File: config.mk
export PLATFORM = sky130hd
export DESIGN_NAME = sd_clk_ctrl
export DESIGN_NICKNAME = d
export VERILOG_FILES = /design/src/rtl/sd_clk_ctrl.sv
export SDC_FILE = /design/constraint.sdc
export NUM_CORES = 1
export LEC_CHECK = 0
export BUFFER_PORTS_ARGS = -buffer_cell sky130_fd_sc_hd__buf_4
export CAP_MARGIN = 15
export CORE_AREA = 2 2 70 45
export DETAILED_ROUTE_END_ITERATION = 10
export DIE_AREA = 0 0 72 47
export PLACE_DENSITY = 0.67
export SLEW_MARGIN = 20
export SYNTH_ARGS = -nofsm -noshare
export SYNTH_HDL_FRONTEND = slang
export SYNTH_SLANG_ARGS = --single-unit
File: constraint.sdc
create_clock -name iclk -period 1.55 [get_ports iclk]
set_input_delay 0.31 -clock iclk [delete_from_list [all_inputs] [get_ports iclk]]
set_output_delay 0.31 -clock iclk [all_outputs]
set_load 0.02 [all_outputs]
File: src/rtl/sd_clk_ctrl.sv
// sd_clk_ctrl: PLL lock sequencing and slow/fast select for the SD clock divider.
// Ports: iclk, irst | ilocked, ifast_req, iclr_err -> osel_clk, oready, olock_lost.
module sd_clk_ctrl #(
  parameter int LOCK_WAIT   = 1024,
  parameter int SWITCH_WAIT = 16,
  parameter int SYNC_STAGES = 2
) (
  input  logic iclk,
  input  logic irst,
  input  logic ilocked,
  input  logic ifast_req,
  input  logic iclr_err,
  output logic osel_clk,
  output logic oready,
  output logic olock_lost
);

  localparam int MAXW =
    (LOCK_WAIT > SWITCH_WAIT) ? LOCK_WAIT : SWITCH_WAIT;
  localparam int CW = $clog2(MAXW + 1);

  localparam logic [CW-1:0] LOCK_LD = CW'(LOCK_WAIT - 1);
  localparam logic [CW-1:0] SW_LD   = CW'(SWITCH_WAIT - 1);
  localparam logic [CW-1:0] ONE     = CW'(1);

  typedef enum logic [1:0] {
    WAIT_LOCK,
    SETTLE,
    STABLE,
    SWITCH
  } state_t;

  state_t  state, state_n;
  logic [CW-1:0] cnt, cnt_n;
  logic [SYNC_STAGES-1:0] sync;
  logic lock_s;
  logic sel_n, rdy_n, lost_n;

  assign lock_s = sync[SYNC_STAGES-1];

  always_ff @(posedge iclk) begin
    if (irst) begin
      sync       <= '0;
      state      <= WAIT_LOCK;
      cnt        <= '0;
      osel_clk   <= 1'b0;
      oready     <= 1'b0;
      olock_lost <= 1'b0;
    end else begin
      sync       <= {sync[SYNC_STAGES-2:0], ilocked};
      state      <= state_n;
      cnt        <= cnt_n;
      osel_clk   <= sel_n;
      oready     <= rdy_n;
      olock_lost <= lost_n;
    end
  end

  always_comb begin
    state_n = state;
    cnt_n   = cnt;
    sel_n   = osel_clk;
    rdy_n   = oready;
    // a loss detected below overrides the clear
    lost_n  = olock_lost & ~iclr_err;
    unique case (state)
      WAIT_LOCK: begin
        sel_n = 1'b0;
        rdy_n = 1'b0;
        if (lock_s) begin
          state_n = SETTLE;
          cnt_n   = LOCK_LD;
        end
      end
      SETTLE: begin
        sel_n = 1'b0;
        rdy_n = 1'b0;
        if (!lock_s) begin
          state_n = WAIT_LOCK;
          cnt_n   = '0;
          lost_n  = 1'b1;
        end else if (cnt == '0) begin
          state_n = STABLE;
          rdy_n   = 1'b1;
        end else begin
          cnt_n = cnt - ONE;
        end
      end
      STABLE: begin
        if (!lock_s) begin
          state_n = WAIT_LOCK;
          cnt_n   = '0;
          sel_n   = 1'b0;
          rdy_n   = 1'b0;
          lost_n  = 1'b1;
        end else if (ifast_req != osel_clk) begin
          state_n = SWITCH;
          cnt_n   = SW_LD;
          sel_n   = ifast_req;
          rdy_n   = 1'b0;
        end else begin
          rdy_n = 1'b1;
        end
      end
      SWITCH: begin
        rdy_n = 1'b0;
        if (!lock_s) begin
          state_n = WAIT_LOCK;
          cnt_n   = '0;
          sel_n   = 1'b0;
          lost_n  = 1'b1;
        end else if (cnt == '0) begin
          state_n = STABLE;
          rdy_n   = 1'b1;
        end else begin
          cnt_n = cnt - ONE;
        end
      end
      default: begin
        state_n = WAIT_LOCK;
        cnt_n   = '0;
        sel_n   = 1'b0;
        rdy_n   = 1'b0;
      end
    endcase
  end

endmodule

# After elaboration in Yosys (flattened, before gate mapping)
# Cells that the tools add are included.
dict set report totals {
  ff_bits 18
}
dict set report classes {
  n_addsub 1
  n_eq_ne 9
  mux 23
  bitwise_logic 2
  n_reduce_logical 8
}
# cell n
set op_table {}
lappend op_table {{$mux 11} 5}
lappend op_table {{$pmux 11 s3} 1}
lappend op_table {{$logic_not 11->1} 1}
lappend op_table {{$sub 11x1->11 const B} 1}
lappend op_table {{$mux 2} 5}
lappend op_table {{$mux 1} 9}
lappend op_table {{$ne 3x3->1 const B} 2}
lappend op_table {{$pmux 1 s3} 2}
lappend op_table {{$pmux 2 s3} 1}
lappend op_table {{$reduce_and 3->1} 2}
lappend op_table {{$eq 2x2->1 const B} 2}
lappend op_table {{$ne 2x2->1 const B} 2}
lappend op_table {{$reduce_or 2->1} 2}
lappend op_table {{$ne 3x2->1 const B} 1}
lappend op_table {{$reduce_or 3->1} 1}
lappend op_table {{$eq 2x1->1 const B} 1}
lappend op_table {{$logic_not 2->1} 1}
lappend op_table {{$reduce_and 2->1} 1}
lappend op_table {{$and 1x1->1} 1}
lappend op_table {{$ne 1x1->1} 1}
lappend op_table {{$not 1->1} 1}

# Longest topological paths before layout
# Gate-level depths: netlist of run 1.
dict set report logic_depth {
  ltp_word 4
  depth_mapped 7
  depth_no_buf 6
}

# Least setup slack after synthesis of run 1
# No wires, ideal clock.
dict set report synth_timing {
  kind {flip-flop to flip-flop}
  startpoint {register cnt[0]}
  endpoint {register cnt[4]}
  setup_ns 0.134
  arrival_ns 1.416
  required_time_ns 1.416
  path_slack_ns 0.000
  stages_incl_launch_ff 8
  cell_sequence {dfxtp_1 inv_1 ha_1 nor3b_4 and4_1 buf_6 o31ai_1 a21oi_1}
}
dict set report synth_between {
  elab_chain_len 4
}
# element line_no
set synth_lines {}
lappend synth_lines {{start: declaration} 34} ;# logic [CW-1:0] cnt, cnt_n;
lappend synth_lines {{start signal: assignment} 52} ;# cnt <= cnt_n;
lappend synth_lines {{$sub 11x1->11} {86, 116}}
lappend synth_lines {{$mux 11} {82, 112}}
lappend synth_lines {{$mux 11} 78} ;# if (!lock_s) begin
lappend synth_lines {{$pmux 11 s3} 66} ;# unique case (state)
# Several ways; a longest one is shown, not always the timed one. The select of a mux whose other input is x is not followed.
# A chain may end at the register's enable or synchronous reset.

# Worst setup path after layout of run 1
dict set report layout_timing {
  startpoint {register cnt[1]}
  endpoint {register cnt[3]}
}
# Same word-level chain as after synthesis.

==> impl_metrics.yaml, run 1 <==
global_routing:
  grt_start_max_net_pins: 20
  antenna_found_initial: 0
  grt_pass1_vias: 914
  grtUsageTotal_pct: 17.8
  grt_pass1_wl_um: 4500
  grt_overflow_total: 0
sta:
  setup_violations: 0
  worst_slack_ns: 0.0751
  worstMarginPinSlew_ns: 0.373
  rsz0062_at_grt: "yes"
  max_freq_mhz: 678
  setup_tns_ns: 0
  slew_headroom_pct: 75.1
  finClkSkew_ns: 0.00216
  post-route-period-util_pct: 95.2
  period_minus_slack_ns: 1.47
  hold_violations: 0
  maxSlewViolCount: 0
floorplanning:
  initial_core_util_pct: 36.1
  ios: 8
  die_w_um: 72
  core_um2: 2760
  fp.dieH_um: 47
  die-area_um2: 3380
  rows: 15
worst_setup_path:
  cp.required_ns: 1.69
  critPathKind: "flip-flop to flip-flop"
  crit_fanout: 4
  cpPeakStageDelay_ns: 0.33
  end_kind: "flip-flop"
  arrival_ns: 1.62
  timing.rr.start: "cnt[1]$_SDFFE_PP0P_"
  startpoint_type: "flip-flop"
  worstPathCellList: "inv_2 > ha_4 > nor3b_4 > nand4_1 > buf_4 > nand3_2 > a21oi_1"
  cp-startpoint: "cnt[1]$_SDFFE_PP0P_"
  crit_path_top_delay_cell: "dfxtp_2"
cells_and_area:
  fin_nets: 151
  synthToLayoutAreaGrowth_pct: 31.0
  drive_gt1_share_pct: 32.9
  finalInstanceArea_um2: 1310
  layout_commonest_cell: "buf_4"
  n_antenna_cell: 0
  fillers: 269
  stdcell_count: 177
  final_cell_mix: "buf_4, dfxtp_1, a21oi_1"
clock_tree:
  cts_tree: "done"
  holdBufCountCts: 0
  cts-root-buf: "clkbuf_8"
  cts.clk_slew.worst_paths_ns: 0.07
  clock-sinks: 18
  cts_max_path_buffers: 2
  htree_levels: 1
  numCtsBuffers: 3
  clk_latency_ns: 0.26
yosys:
  yosys_most_used_dff: "dfxtp_1"
  synthArstFlopShare_pct: 0
  synth_edf_count: 0
  synth_top_area_share_pct: 36.2
  netlist_area_um2: 996
  yosys_warnings: 0
  syn_inst: 119
  synth_cell_types: 37
  syn_area_per_cell_um2: 8.37
  yosysSeqAreaShare_pct: 36.2
  ys_ff_latch: 18
  synth_fp_nets: 125
  yosysTopAreaCell: "dfxtp_1"
  synth_area_leaders: "dfxtp_1, a21oi_1, nor2_1, nand2b_1, nor2b_1"
pwr:
  power_density_nw_per_um2: 822
  clkPwrFrac_pct: 31.1
  power_switching_mw: 0.301
  pwr-share-seq_pct: 47.7
  p_leak_nw: 0.498
  pwr-share-comb_pct: 21.2
  p_total_mw: 1.07
  internal-power_mw: 0.772
  swShare_pct: 28.0
  vdd_drop_max_uv: 407
placement:
  dp_slack_ns: -0.0603
  dpl_cell_area_um2: 1190
  io_buffers: 7
  place_congestion: 0.893
  dp_hpwl_um: 1930
  dp_cells: 172
routing:
  wl_um: 2650
  drcViolationCount: 0
  vias: 972
  vias_per_cell: 5.49
  wire_per_inst_um: 15.0
  drt_first_pass_iters: 4
  drt_iter0_drc: 65
  ant_nets: 0
worst_hold_path:
  hold_path_class: "primary input to flip-flop"
  hold_start: "ilocked"
outcome:
  status: "finished clean"
job:
  drv_cap: 0
## final timing paths
path / depth (start not counted) / to / slack (ns)
worst max-delay path: 7 / cnt[3]$_SDFFE_PP0P_ / 0.08
worst max register to register: 7 / cnt[3]$_SDFFE_PP0P_ / 0.08
worst min-delay path: 2 / sync[0]$_SDFF_PP0_ / 0.26
worst min register to register: 1 / sync[1]$_SDFF_PP0_ / 0.44
## routing by layer
| metal | GRT usage (%) | wire (um) |
|---|---|---|
| met5 | 0 | 0 |
| met4 | 3.40 | 21 |
| met3 | 5.15 | 191 |
| met2 | 26.9 | 1100 |
| met1 | 25.6 | 1340 |
## power groups by stage
| stage | combinational, mW | sequential (mW) | clock [mW] |
|---|---|---|---|
| 2_1_floorplan | 0.117 | 0.515 | 0 |
| 3_3_place_gp | 0.198 | 0.518 | 0 |
| 3_5_place_dp | 0.203 | 0.520 | 0 |
| 4_1_cts | 0.205 | 0.509 | 0.349 |
| 5_1_grt | 0.252 | 0.515 | 0.360 |
| 6_report | 0.228 | 0.512 | 0.334 |
## synth_stat cells, drive strengths merged (2+ instances only)
master    n
nor3      7
o22ai     2
o2bb2ai   2
nand2     5
o32ai     3
a41o      2
o31ai     3
o21ai     5
nor4      2
dfxtp    18
nor3b     2
nand2b    5
clkbuf    3
buf       3
a31oi     3
nor2     11
inv       6
nor2b     5
a21oi    14
nand3     4
nand4     3
## timing repair
item                       4_1_cts  5_1_grt
hold endpoints to repair         0        0
gates resized for setup          2       12
pin swaps                        0        8
setup endpoints to repair        5       13
setup buffers                    0        2
## flip-flops by register name, indices dropped and copies added, names as in the netlist
| signal | count |
|---|---|
| osel_clk | 1 |
| cnt | 11 |
| olock_lost | 1 |
| state | 2 |
| oready | 1 |
| sync | 2 |
## kinds of logic after synthesis
kind of cell	Yosys count	synth area share [%]
and+or+nand+nor	49	30.2
xor gates and xnor gates	1	0.880
DFF	18	36.2
AOI/OAI and AO/OA	37	25.0
muxes	1	1.01
buffers and inverters	12	5.53
adders and majority gates	1	1.26
## worst max-delay path: cells and delay by family, from the launching register on
family	cells	cell delay, ns
simple gates	3	0.55
compound gates	1	0.06
fa+ha+maj	1	0.13
buf+inv	2	0.28
flops	1	0.33
## stage by stage
| stage | hold WS [ns] | util (%) |
|---|---|---|
| 2_1_floorplan | 0.414 | - |
| 3_3_place_gp | 0.422 | 43.3 |
| 3_5_place_dp | 0.426 | 43.3 |
| 4_1_cts | 0.255 | 44.9 |
| 5_1_grt | 0.268 | 47.3 |
| 6_report | 0.257 | 47.3 |
## final cells by class
type | instances | area (um^2) | share of cell area, %
clock buffers | 3 | 41.3 | 3.16
inverters | 6 | 22.5 | 1.73
flip-flops and latches | 18 | 362 | 27.7
multi-input cells | 89 | 631 | 48.3
well taps | 34 | 42.5 | 3.26
repair buffers | 27 | 206 | 15.8
Power figures use the tool's default switching activity.
==> run 2, diff against run 1 <==
--- a/config.mk
+++ b/config.mk
@@ -7,9 +7,9 @@
 export LEC_CHECK = 0
 export BUFFER_PORTS_ARGS = -buffer_cell sky130_fd_sc_hd__buf_4
 export CAP_MARGIN = 15
-export CORE_AREA = 2 2 70 45
+export CORE_AREA = 2 2 55 57
 export DETAILED_ROUTE_END_ITERATION = 10
-export DIE_AREA = 0 0 72 47
+export DIE_AREA = 0 0 57 59
 export PLACE_DENSITY = 0.67
 export SLEW_MARGIN = 20
 export SYNTH_ARGS = -nofsm -noshare
==> run 2 against run 1 <==
Compared with the run above:
- maximum frequency decreased by 1.5%
- register-to-register slack got worse by 0.02 ns
- core utilization about the same
- clock-buffer cell count increased by 1
- critical path depth decreased by 2
- combinational power decreased by 4%
- worst hold slack got worse by 0.041 ns
- clock power decreased by 10%
- non-clock buffer count decreased by 5
- die area decreased by 0.62%
- critical path type unchanged
- largest cell class unchanged
==> impl_metrics.yaml, run 2 (same netlist as run 1, synthesis figures left out) <==
outcome:
  status: "finished clean"
routing:
  ant_nets: 0
  vias_per_cell: 5.84
  wire_per_inst_um: 14.3
  vias: 993
  drt_first_pass_iters: 4
  drcViolationCount: 0
  drt_iter0_drc: 45
  wl_um: 2430
cells_and_area:
  finalInstanceArea_um2: 1280
  regMostFlops: "cnt"
  drive_gt1_share_pct: 33.8
  final_cell_mix: "buf_4, dfxtp_1, nor2_1, a21oi_1, nor3_1"
  reg_top3: "cnt: 11 flops, state: 2 flops, sync: 2 flops"
  layout_commonest_cell: "buf_4"
  largest_register_ff_count: 11
  synthToLayoutAreaGrowth_pct: 28.8
  n_antenna_cell: 0
  fin_nets: 146
  final_util_pct: 47.3
floorplanning:
  initial_core_util_pct: 36.7
  die_w_um: 57
  die-area_um2: 3360
  fp.dieH_um: 59
  core_um2: 2710
  rows: 19
  ios: 8
sta:
  hold_slack_ns: 0.216
  rsz0062_at_grt: "yes"
  worstMarginPinSlew_ns: 0.464
  setup_violations: 0
  maxSlewViolCount: 0
  finClkSkew_ns: 0.00288
  max_freq_mhz: 668
  post-route-period-util_pct: 96.6
  slew_headroom_pct: 69.0
  hold_violations: 0
  period_minus_slack_ns: 1.50
  setup_tns_ns: 0
clock_tree:
  cts-root-buf: "clkbuf_4"
  cts.clk_slew.worst_paths_ns: 0.11
  htree_levels: 1
  cts_tree: "done"
  numCtsBuffers: 3
  clock-sinks: 18
  post_cts_buffers: 0
  clk_latency_ns: 0.30
  holdBufCountCts: 0
  cts_max_path_buffers: 2
worst_setup_path:
  arrival_ns: 1.70
  crit_path_top_delay_cell: "dfxtp_1"
  cpPeakStageDelay_ns: 0.39
  end_kind: "flip-flop"
  cpLargestDelayFamily: "compound AO/OA/AOI/OAI gates"
  startpoint_type: "flip-flop"
  crit_buf_inv: 1
  crit_fanout: 12
  worstPathCellList: "xor2_1 > o22ai_2 > buf_4 > o31ai_2 > a21oi_2"
  critPathKind: "flip-flop to flip-flop"
  cp.required_ns: 1.75
pwr:
  vdd_drop_max_uv: 545
  clkPwrFrac_pct: 29.0
  power_switching_mw: 0.296
  swShare_pct: 28.7
  pwr-share-comb_pct: 21.3
  pwr-share-seq_pct: 49.7
  power_density_nw_per_um2: 805
  internal-power_mw: 0.736
  p_leak_nw: 0.477
global_routing:
  grt_start_max_net_pins: 20
  grt_pass1_vias: 965
  antenna_found_initial: 0
  grt_pass1_wl_um: 4130
  grtUsageTotal_pct: 15.6
  grt_overflow_total: 0
placement:
  io_buffers: 7
  dpl_cell_area_um2: 1170
  place_congestion: 0.881
  dp_hpwl_um: 1730
worst_hold_path:
  hold_path_class: "primary input to flip-flop"
job:
  drv_cap: 0
## run 2: cell types whose count changed in the layout (fill, tap and decap cells not counted), moves of 2 or more
cell / previous run / this run
buf_4: 26 / 21
clkbuf_4: 0 / 3
o31ai_1: 3 / 0
o31ai_2: 0 / 3
a21oi_1: 13 / 11
a21oi_2: 1 / 3
clkbuf_8: 3 / 1
inv_2: 2 / 0
## run 2: worst paths after layout
check / from / endpoint / slack, ns / cells past startpoint
worst min register to register: sync[0]$_SDFF_PP0_ / sync[1]$_SDFF_PP0_ / 0.45 / 1
worst min-delay path: ilocked / sync[0]$_SDFF_PP0_ / 0.22 / 2
worst max-delay path: osel_clk$_SDFFE_PP0P_ / cnt[4]$_SDFFE_PP0P_ / 0.05 / 5
worst max register to register: osel_clk$_SDFFE_PP0P_ / cnt[4]$_SDFFE_PP0P_ / 0.05 / 5
## run 2: cell type report
cell class / count / area (um^2)
inverter: 6 / 25.0
fill: 274 / 1430
multi-input combinational: 89 / 648
clock buffer: 4 / 36.3
sequential: 18 / 365
tap: 31 / 38.8
timing repair buffer: 22 / 169
## run 2: per-layer routing
layer / up-vias / global-route usage, % / wire [um]
li1: 477 / - / -
met2: 45 / 27.8 / 1260
met4: 0 / 7.64 / 22
met3: 4 / 2.62 / 153
met5: - / 0 / 0
met1: 467 / 18.2 / 998
## run 2: per-stage QoR
step / std cells / power (mW) / worst slack, ns
2_1_floorplan: 119 / 0.632 / 0.000267
3_3_place_gp: 166 / 0.711 / 0.0456
3_5_place_dp: 166 / 0.715 / -0.0102
4_1_cts: 170 / 1.02 / 0.00190
5_1_grt: 170 / 1.09 / -0.0336
6_report: 170 / 1.03 / 0.0529
## run 2: power groups by stage
| stage | clock network [mW] | logic [mW] | registers [mW] |
|---|---|---|---|
| floorplan | 0 | 0.117 | 0.515 |
| global placement | 0 | 0.192 | 0.519 |
| global route | 0.334 | 0.239 | 0.516 |
| finish | 0.299 | 0.220 | 0.513 |
| detailed placement | 0 | 0.196 | 0.520 |
| CTS | 0.306 | 0.200 | 0.512 |
## run 2: repair_timing
action / 4_1_cts / 5_1_grt
cloned: 0 / 0
pin swaps: 0 / 4
endpoints found under the setup margin: 7 / 12
gates resized for setup: 3 / 18
